===== src/rtl/multichannel_decimator.sv =====
`default_nettype none
// ============================================================================
// Module      : multichannel_decimator
// Description : Multichannel decimating boxcar accumulator. Interleaved,
//               channel-tagged samples arrive on a valid/ready stream. Each
//               channel sums DECIMATION samples and emits either the exact
//               sum or the arithmetic-shift mean on a valid/ready output.
// Revision    : 1.0 - initial release
// ============================================================================
module multichannel_decimator #(
  parameter int DATA_WIDTH = 16,
  parameter int N_CHANNELS = 4,
  parameter int DECIMATION = 8,
  parameter int MEAN_MODE  = 0,
  localparam int CH_WIDTH  = (N_CHANNELS > 1) ? $clog2(N_CHANNELS) : 1,
  localparam int CNT_WIDTH = $clog2(DECIMATION),
  localparam int ACC_WIDTH = DATA_WIDTH + CNT_WIDTH,
  localparam int OUT_WIDTH = (MEAN_MODE != 0) ? DATA_WIDTH : ACC_WIDTH
) (
  input  logic                         clock,
  input  logic                         reset,
  input  logic signed [DATA_WIDTH-1:0] in_data,
  input  logic        [CH_WIDTH-1:0]   in_dest,
  input  logic                         in_valid,
  output logic                         in_ready,
  output logic signed [OUT_WIDTH-1:0]  out_data,
  output logic        [CH_WIDTH-1:0]   out_dest,
  output logic                         out_valid,
  input  logic                         out_ready,
  output logic                         dest_error
);

  // --------------------------------------------------------------------------
  // Elaboration-time parameter sanity checks
  // --------------------------------------------------------------------------
  if (N_CHANNELS < 1) begin : g_bad_channels
    $error("multichannel_decimator: N_CHANNELS must be >= 1");
  end

  if (DECIMATION < 2) begin : g_bad_decimation
    $error("multichannel_decimator: DECIMATION must be >= 2");
  end

  // The mean is a plain arithmetic shift, so it is only exact for powers of two.
  if ((MEAN_MODE != 0) && ((DECIMATION & (DECIMATION - 1)) != 0)) begin : g_bad_mean
    $error("multichannel_decimator: MEAN_MODE requires a power-of-two DECIMATION");
  end

  // --------------------------------------------------------------------------
  // Per-channel state
  // --------------------------------------------------------------------------
  logic signed [ACC_WIDTH-1:0] acc [N_CHANNELS];
  logic        [CNT_WIDTH-1:0] cnt [N_CHANNELS];

  logic                        accept;
  logic                        dest_ok;
  logic                        last;
  logic                        complete;
  logic signed [ACC_WIDTH-1:0] sel_acc;
  logic        [CNT_WIDTH-1:0] sel_cnt;
  logic signed [ACC_WIDTH-1:0] sum;
  logic signed [OUT_WIDTH-1:0] result;

  // A held output blocks the input; a consumed or empty output slot frees it.
  assign in_ready = !out_valid || out_ready;
  assign accept   = in_valid && in_ready;

  // When the channel count fills the id space every id is legal; otherwise
  // ids at or above N_CHANNELS are flagged and dropped.
  if (N_CHANNELS == (1 << CH_WIDTH)) begin : g_dest_full
    assign dest_ok = 1'b1;
  end else begin : g_dest_partial
    assign dest_ok = (in_dest < CH_WIDTH'(N_CHANNELS));
  end

  // Select the addressed channel's accumulator and count (zero if none matches).
  always_comb begin
    sel_acc = '0;
    sel_cnt = '0;
    for (int ch = 0; ch < N_CHANNELS; ch++) begin
      if (in_dest == CH_WIDTH'(ch)) begin
        sel_acc = acc[ch];
        sel_cnt = cnt[ch];
      end
    end
  end

  // Running sum including the incoming sample; ACC_WIDTH is wide enough for
  // DECIMATION full-scale samples so this never wraps.
  assign sum      = sel_acc + {{CNT_WIDTH{in_data[DATA_WIDTH-1]}}, in_data};
  assign last     = (sel_cnt == CNT_WIDTH'(DECIMATION - 1));
  assign complete = accept && dest_ok && last;

  // Output value: exact sum, or arithmetic right shift (rounds toward -inf).
  if (MEAN_MODE != 0) begin : g_mean
    assign result = OUT_WIDTH'(sum >>> CNT_WIDTH);
  end else begin : g_sum
    assign result = sum;
  end

  // Accumulate accepted samples into their channel; clear on completion.
  always_ff @(posedge clock) begin
    if (reset) begin
      for (int ch = 0; ch < N_CHANNELS; ch++) begin
        acc[ch] <= '0;
        cnt[ch] <= '0;
      end
    end else if (accept && dest_ok) begin
      for (int ch = 0; ch < N_CHANNELS; ch++) begin
        if (in_dest == CH_WIDTH'(ch)) begin
          if (last) begin
            acc[ch] <= '0;
            cnt[ch] <= '0;
          end else begin
            acc[ch] <= sum;
            cnt[ch] <= cnt[ch] + CNT_WIDTH'(1);
          end
        end
      end
    end
  end

  // Output register: load on completion (also back-to-back), drop when consumed.
  always_ff @(posedge clock) begin
    if (reset) begin
      out_valid  <= 1'b0;
      out_data   <= '0;
      out_dest   <= '0;
      dest_error <= 1'b0;
    end else begin
      dest_error <= accept && !dest_ok;
      if (complete) begin
        out_valid <= 1'b1;
        out_data  <= result;
        out_dest  <= in_dest;
      end else if (out_ready) begin
        out_valid <= 1'b0;
      end
    end
  end

endmodule
`default_nettype wire


===== config.mk =====
export PLATFORM = sky130hd
export DESIGN_NAME = multichannel_decimator
export DESIGN_NICKNAME = d
export VERILOG_FILES = /design/src/rtl/multichannel_decimator.sv
export SDC_FILE = /design/constraint.sdc
export NUM_CORES = 1
export LEC_CHECK = 0
export ABC_AREA = 1
export CAP_MARGIN = 20
export CORE_UTILIZATION = 55
export DETAILED_ROUTE_END_ITERATION = 8
export GPL_ROUTABILITY_DRIVEN = 0
export GPL_TIMING_DRIVEN = 0
export PLACE_DENSITY = 0.75
export SETUP_SLACK_MARGIN = 0.1
export SLEW_MARGIN = 25
export SYNTH_ARGS = -nofsm -noshare
export SYNTH_HDL_FRONTEND = slang
export SYNTH_SLANG_ARGS = --single-unit

===== constraint.sdc =====
create_clock -name clock -period 7.92 [get_ports clock]
set_input_delay 0.792 -clock clock [delete_from_list [all_inputs] [get_ports clock]]
set_output_delay 0.792 -clock clock [all_outputs]
set_load 0.02 [all_outputs]

Word-level counts from Yosys, hierarchy flattened
Memory sizes are Yosys's and may differ from the RTL's.
Index checks and enable logic that the tools add are counted.
{ "classes": {"n_addsub": 5, "eq_ne": 4, "mux": 62, "bitwise": 16, "reduce_logical": 6} }
{ "ops": {"columns": ["cell", "count"], "rows": [
  ["19-bit 2-to-1 mux", 12],
  ["1-bit 2-to-1 mux", 38],
  ["3-bit 2-to-1 mux", 12],
  ["19-bit adder", 1],
  ["1-bit OR", 16],
  ["3-bit by 1-bit adder with 3-bit output, second input constant", 4],
  ["2-bit equality test, second input constant", 2],
  ["3-bit equality test, second input constant", 1],
  ["2-bit by 1-bit equality test with 1-bit output, second input constant", 1],
  ["1-bit logical AND", 2],
  ["2-bit logical NOT", 1],
  ["2-bit nonzero test", 1],
  ["1-bit logical NOT", 1],
  ["1-bit logical OR", 1]
]} }
{ "totals": {"regBits": 22, "ramBits": 88, "memories": 2} }
{ "memory_table": {"columns": ["name", "depth", "word_bits", "rd", "rd_clocked_by_memory_dff", "wr", "line_no", "rtl"], "rows": [
  ["acc", 4, 19, 4, 0, 4, "52", "logic signed [ACC_WIDTH-1:0] acc [N_CHANNELS];"],
  ["cnt", 4, 3, 4, 0, 4, "53", "logic [CNT_WIDTH-1:0] cnt [N_CHANNELS];"]
]} }

Depth between registers and ports, before layout
Gate-level depths: netlist (run 1).
{ "logic_depth": {"ltp_word": 13, "ltp_mapped": 21, "ltp_nobuf": 19} }

Least setup slack after synthesis (run 1)
OpenSTA, ideal clock, no wires.
{ "synth_path": {"path_type": "in2reg", "from": "input in_dest[1]", "to": "memory acc[0][0] in the netlist's numbering (enable)", "setup_time_ps": 432, "t_arrival_ps": 3193, "required_time_ps": 7488, "slack_ps": 4295, "path_stages": 6, "cell_sequence": "buf_4 > nor2_1 > buf_2 > inv_1 > clkbuf_1 > o21ai_0"} }
{ "synth_rtl": {"columns": ["element", "line_no", "rtl"], "rows": [
  ["from (decl)", "23", "input logic [CH_WIDTH-1:0] in_dest,"],
  ["to (decl)", "52", null]
]} }

==> results of run 1 <==
## power groups by stage
stage | Sequential [mW] | Clock [mW] | Combinational (mW)
after floorplan | 0.685 | 0 | 0.196
after global placement | 0.683 | 0 | 0.286
after detailed placement | 0.682 | 0 | 0.302
after CTS | 0.669 | 0.380 | 0.303
after global routing | 0.672 | 0.400 | 0.340
final | 0.669 | 0.379 | 0.309
## how the worst max path moves through the flow
stage | start | to | slack, ns | depth (start not counted)
finish | in_dest[1] | acc[0][8] | 3.93 | 14
global route | in_dest[1] | acc[3][12] | 3.69 | 17
CTS | in_dest[1] | acc[0][8] | 4.01 | 14
detailed placement | in_dest[1] | acc[1][16] | 3.63 | 17
global placement | in_dest[1] | acc[0][4] | 2.56 | 6
floorplan | in_dest[1] | acc[0][0] | 4.30 | 6
## layout make-up
type / instances / area [um^2]
well taps: 136 / 170
multi-input cells: 471 / 2390
fillers: 858 / 3510
repair buffers: 45 / 503
clock buffers: 9 / 124
flip-flops and latches: 110 / 3080
clock inverters: 7 / 97.6
inverters: 84 / 318
plain buffers: 26 / 171
## worst min-delay path: stages (launching register included)
cell and delay (ns):
dfxtp_1 0.33, inv_1 0.05, nand2_1 0.04, nand2_1 0.05, nor2_1 0.03
## per-stage QoR
step	setup WS [ns]	hold slack, ns	util	std cells
floorplan	4.30	0.552	-	691
global placement	2.56	0.499	0.628	869
detailed placement	3.63	0.503	0.640	872
CTS	4.01	0.521	0.661	888
global route	3.69	0.559	0.661	888
finish	3.93	0.521	0.661	888
## routing by layer
metal  vias up  share of wire  track usage  wire length [um]
met5         -              0            0                 0
met4         0          0.033        0.139               487
met3        35          0.072       0.0396              1070
met2       162           0.49        0.480              7270
met1      2241           0.41        0.354              6070
li1       2345              -            -                 -
## cells in the final DEF, fill, tap and decap left out, types with 2 or more instances in the layout
| cell | synthesis | layout |
|---|---|---|
| buf_6 | 4 | 4 |
| clkbuf_1 | 6 | 6 |
| nor3_1 | 3 | 3 |
| a21o_1 | 2 | 2 |
| clkbuf_8 | 0 | 9 |
| o21bai_1 | 2 | 2 |
| a21oi_1 | 19 | 19 |
| dfxtp_1 | 22 | 22 |
| nand4_1 | 3 | 3 |
| bufinv_16 | 0 | 2 |
| o21ai_4 | 0 | 3 |
| nand4_4 | 2 | 2 |
| inv_1 | 80 | 80 |
| or2_1 | 3 | 3 |
| o22ai_1 | 9 | 9 |
| nand2_2 | 4 | 5 |
| clkdlybuf4s50_1 | 0 | 42 |
| clkinv_4 | 0 | 2 |
| or2_2 | 2 | 2 |
| nor2_1 | 156 | 156 |
| nand3b_1 | 2 | 2 |
| buf_2 | 5 | 5 |
| nand3_1 | 20 | 20 |
| o21ai_0 | 32 | 29 |
| xnor2_1 | 7 | 7 |
| ha_1 | 22 | 22 |
| buf_4 | 10 | 10 |
| nand3_2 | 3 | 3 |
| xor2_1 | 6 | 6 |
| buf_16 | 0 | 3 |
| a221oi_1 | 9 | 9 |
| nand2_1 | 155 | 154 |
| inv_2 | 3 | 3 |
| edfxtp_1 | 88 | 88 |
## state kept, by name, indices dropped and copies added, names as in the netlist
register and cells:
acc 76, cnt 12, out_data 19, out_dest 2, out_valid 1
## cells by family (layout without fill, tap and decap cells)
family / count (synthesis) / count (layout) / synth area share
simple gates: 356 / 356 / 0.249
flops: 110 / 110 / 0.520
buf+inv: 110 / 171 / 0.0826
compound gates: 78 / 78 / 0.0786
fa+ha+maj: 23 / 23 / 0.0498
xor+xnor: 13 / 13 / 0.0192
other cells: 1 / 1 / 0.000633
==> out/metrics.csv, run 1 <==
metric,value,unit
clk_lat worst skew,0.38,ns
Yosys reg bits,110,
total global-route track usage,0.283,
Hold Startpoint,out_data[1],
Max Root-Sink Buffers,2,
Crit path buffers/inverters,5,
hold_buf cts,0,
post-route minimum period,3.99,ns
PD cells,198,nW/um^2
syn nets,736,
Max VDD drop,0.0000893,V
remaining global-route overflow,0,
synth cell count leaders,"156 x nor2_1, 155 x nand2_1, 88 x edfxtp_1, 80 x inv_1, 32 x o21ai_0",
clock power share,0.279,
Yosys top cell by area,edfxtp_1,
CTS tree,yes,
top-area cell type share of the netlist area,0.446,
P_sw,421,uW
Setup Buffers After CTS,0,
most common cell in the netlist,nor2_1,
layout cells sized above 1,0.0811,
initial DRC count,337,
hold worst-path end,out_data[1],
ANT cells,0,
post-synthesis sequential area ratio,0.520,
core region area,10400,um^2
Rel. slew slack,0.520,
Gate Count Post-Synth,691,
Comb pwr share,0.228,
status,"finished, final reports clean",
final setup fails,0,
setup_tns,0,ns
via density per instance,5.39,
Seq pwr share,0.493,
HP Class,register to register,
post-route clock skew,0.0123,ns
final hold vios,0,
type of the worst setup path,primary input to register,
Die Y,106,um
Antenna Violating Nets Remaining,0,
Resized Gates After CTS,0,
Leak,3.11,nW
IO Port Bufs,42,
FMAX,250,MHz
worst-path maximum fanout,10,
R2R setup slack,5.12,ns
final period utilization,0.504,
Yosys warning count,0,
vias in the first global route,4778,
"Data required, critical path",8.16,ns
top post-synthesis cells by area,"edfxtp_1 45%, nor2_1 9.9%, nand2_1 9.8%",
CP cell instances,buf_4 -> nor2_1 -> buf_2 -> inv_1 -> clkbuf_1 -> o22ai_1 -> o21ai_0 -> ha_1 -> fa_1 -> a21oi_1 -> o21ai_0 -> xor2_1 -> inv_1 -> nor2_1,
asr flop ratio synth,0,
Worst EP arrival,4.24,ns
crit-path leading delay family,buffers and inverters,
hold path cells,4,
reg2reg end,acc[0][8],
Post-synth EDFFs,88,
unrepaired setup endpoints after global routing,false,
Critical Path Source Type,primary input,
H-tree levels,3,
Pint,936,uW
total power,1.36,mW
Nets,792,
CTS root buffer,clkbuf_8,
drt total wl,14.9,mm
DRC viols,0,
crit end category,register,
total CTS buffers,9,
row count,37,
# clock sinks,110,
"Slew Viols, Final",0,
worst slew pin tran,0.717,ns
reg2reg path depth,12,
via count,4783,
clock slew at reported path FFs,0.11,ns
Detailed Routing Iterations Pass 1,5,
switch share,0.310,
initial antenna violation count,0,
global-route wire length before repair,23.7,mm
die width,106,um
CP max stage delay,0.46,ns
Max Cap Viol,0,
top_reg_cell synth,edfxtp_1,
Placement Cell Area,6630,um^2
IO Pins,46,
cell area after synthesis,5920,um^2
drt wl/cell,16.8,um
Reg2Reg Launch Point,acc[2][3],
Die ar.,11200,um^2
DP Wirelength,10.7,mm
Netlist cell types,40,
syn avg cell area,8.57,um^2
slowest CP cell,fa_1,
P&R area growth vs syn,15.7,%
Initial Util,0.571,
"Design Area, Final",6860,um^2
largest net degree at the start of global routing,23,
Note: power is estimated with default switching activity, not from simulation.
==> run 2: changes to the inputs <==
==> constraint.sdc (replaced) <==
create_clock -name clock -period 4 [get_ports clock]
set_input_delay 0.4 -clock clock [delete_from_list [all_inputs] [get_ports clock]]
set_output_delay 0.4 -clock clock [all_outputs]
set_load 0.02 [all_outputs]
==> results of run 2 <==
Same layout as run 1 (identical final DEF). Status: finished, final reports clean.
Main changes from that run: setup slack after placement 3.63 ns -> 0.0996 ns; setup slack after layout 3.93 ns -> 0.399 ns; hold slack 0.521 ns -> 0.296 ns; register-to-register setup slack 5.12 ns -> 1.20 ns; end point of the worst hold path out_data[1] -> out_dest[0]; total power 1.36 mW -> 2.69 mW; worst IR drop on VDD 0.0000893 V -> 0.000177 V
==> run 3: changes to the inputs <==
--- a/config.mk
+++ b/config.mk
@@ -9,11 +9,13 @@
 export CAP_MARGIN = 20
 export CORE_UTILIZATION = 55
 export DETAILED_ROUTE_END_ITERATION = 8
+export DONT_BUFFER_PORTS = 1
 export GPL_ROUTABILITY_DRIVEN = 0
 export GPL_TIMING_DRIVEN = 0
-export PLACE_DENSITY = 0.75
+export PLACE_DENSITY = 0.69
 export SETUP_SLACK_MARGIN = 0.1
 export SLEW_MARGIN = 25
 export SYNTH_ARGS = -nofsm -noshare
 export SYNTH_HDL_FRONTEND = slang
 export SYNTH_SLANG_ARGS = --single-unit
+export TNS_END_PERCENT = 50
==> run 3 against run 2 <==
Effect of this change: critical path type unchanged; highest routed layer unchanged; wire length down 3.6%; critical endpoint is now acc[1][8]; via count fell by 4.1%; clock-buffer cell count up 6; non-clock buffer count shrank 42; fmax barely moved.
==> out/metrics.csv, run 3 (synthesis gave the netlist of run 1 again) <==
metric,value,unit
P&R area growth vs syn,7.60,%
hold_buf cts,0,
most frequent cells in the layout,"156 x nor2_1, 154 x nand2_1, 88 x edfxtp_1",
Leak,2.94,nW
Max Cap Viol,0,
Layout Utilization,0.615,
worst slew pin tran,0.718,ns
final setup margin,0.399,ns
Setup Buffers After CTS,0,
clock slew at reported path FFs,0.10,ns
max reg flops,76,
Die Y,106,um
crit end category,register,
Antenna Violating Nets Remaining,0,
post-route minimum period,3.60,ns
hold path cells,1,
Max VDD drop,0.000173,V
IO Port Bufs,0,
initial antenna violation count,0,
FMAX,278,MHz
via density per instance,5.42,
Hold Startpoint,reset,
drt wl/cell,17.0,um
Initial Util,0.571,
Reg2Reg Launch Point,acc[2][1],
via count,4586,
Rel. slew slack,0.521,
Critical path origin,in_dest[1],
layout cells sized above 1,0.0845,
# clock sinks,110,
R2R setup slack,1.17,ns
row count,37,
setup_tns,0,ns
Resized Gates After CTS,0,
Max Root-Sink Buffers,2,
DP Wirelength,10.4,mm
"Data required, critical path",4.24,ns
final hold vios,0,
reg2reg end,acc[1][8],
largest registers,"acc (76), out_data (19), cnt (12)",
H-tree levels,3,
"Design Area, Final",6370,um^2
worst-path maximum fanout,10,
IO Pins,46,
type of the worst setup path,primary input to register,
reg2reg path depth,10,
Worst EP arrival,3.84,ns
"commonest non-fill, non-tap cell in the layout",nor2_1,
total global-route track usage,0.275,
Cells after DPL,830,
largest net degree at the start of global routing,23,
DRC viols,0,
ANT cells,0,
global-route wire length before repair,22.8,mm
"worst slack, placed",0.0774,ns
initial DRC count,351,
post-route clock skew,0.0151,ns
total power,2.52,mW
"Slew Viols, Final",0,
hold slack,0.0802,ns
die width,106,um
PD cells,396,nW/um^2
Placement Cell Area,6200,um^2
remaining global-route overflow,0,
drt total wl,14.4,mm
clk_lat worst skew,0.38,ns
post-route non-filler standard cell count,846,
HP Class,primary input to register,
total CTS buffers,9,
Nets,750,
CTS tree,yes,
unrepaired setup endpoints after global routing,false,
vias in the first global route,4481,
final setup fails,0,
final period utilization,0.900,
Die ar.,11200,um^2
status,"finished, final reports clean",
CTS root buffer,clkbuf_8,
Reg with most FFs,acc,
worst setup path end,acc[1][8],
Detailed Routing Iterations Pass 1,5,
Critical Path Source Type,primary input,
core region area,10400,um^2
==> run 3: cell count changes in the layout (fill, tap and decap cells not counted), sizes merged <==
cell,delta
clkbuf,+6
bufinv,-2
clkinvlp,-1
inv,-1
clkdlybuf4s50,-42
clkinv,-2
==> run 3: how the worst min path moves through the flow <==
stage / end / slack, ns
finish: out_valid / 0.08
global route: out_valid / 0.06
CTS: out_valid / 0.07
detailed placement: out_valid / 0.47
global placement: out_valid / 0.47
floorplan: out_valid / 0.47
==> run 3: layout make-up <==
cell class                      instances  area [um^2]
Sequential cell                       110         3080
Clock buffer                           15          169
Inverter                               84          318
Fill cell                             954         4000
Buffer                                 26          171
Multi-Input combinational cell        471         2390
Tap cell                              136          170
Timing Repair Buffer                    3         70.1
Clock inverter                          1         5.00
==> run 3: power by group <==
part,leakage (nW),switching [mW],internal (mW)
Combinational,1.74,0.399,0.164
Clock,0.0937,0.359,0.267
Sequential,1.10,0.0318,1.30
Total,2.94,0.790,1.73
==> run 3: layer usage <==
layer / vias up / global-route usage / routed length, um / share of wire
li1: 2260 / - / - / -
met1: 2147 / 0.360 / 5920 / 0.41
met2: 156 / 0.454 / 6900 / 0.48
met3: 23 / 0.0427 / 1100 / 0.077
met4: 0 / 0.116 / 439 / 0.031
met5: - / 0 / 0 / 0
==> run 3: critical path: stages <==
cell	delay, ns
buf_4	0.15
nor2_1	0.22
buf_2	0.33
inv_1	0.10
clkbuf_1	0.32
o22ai_1	0.19
o21ai_0	0.10
ha_1	0.24
fa_1	0.45
a21oi_1	0.33
o21ai_0	0.28
xor2_1	0.40
inv_1	0.17
nor2_1	0.14
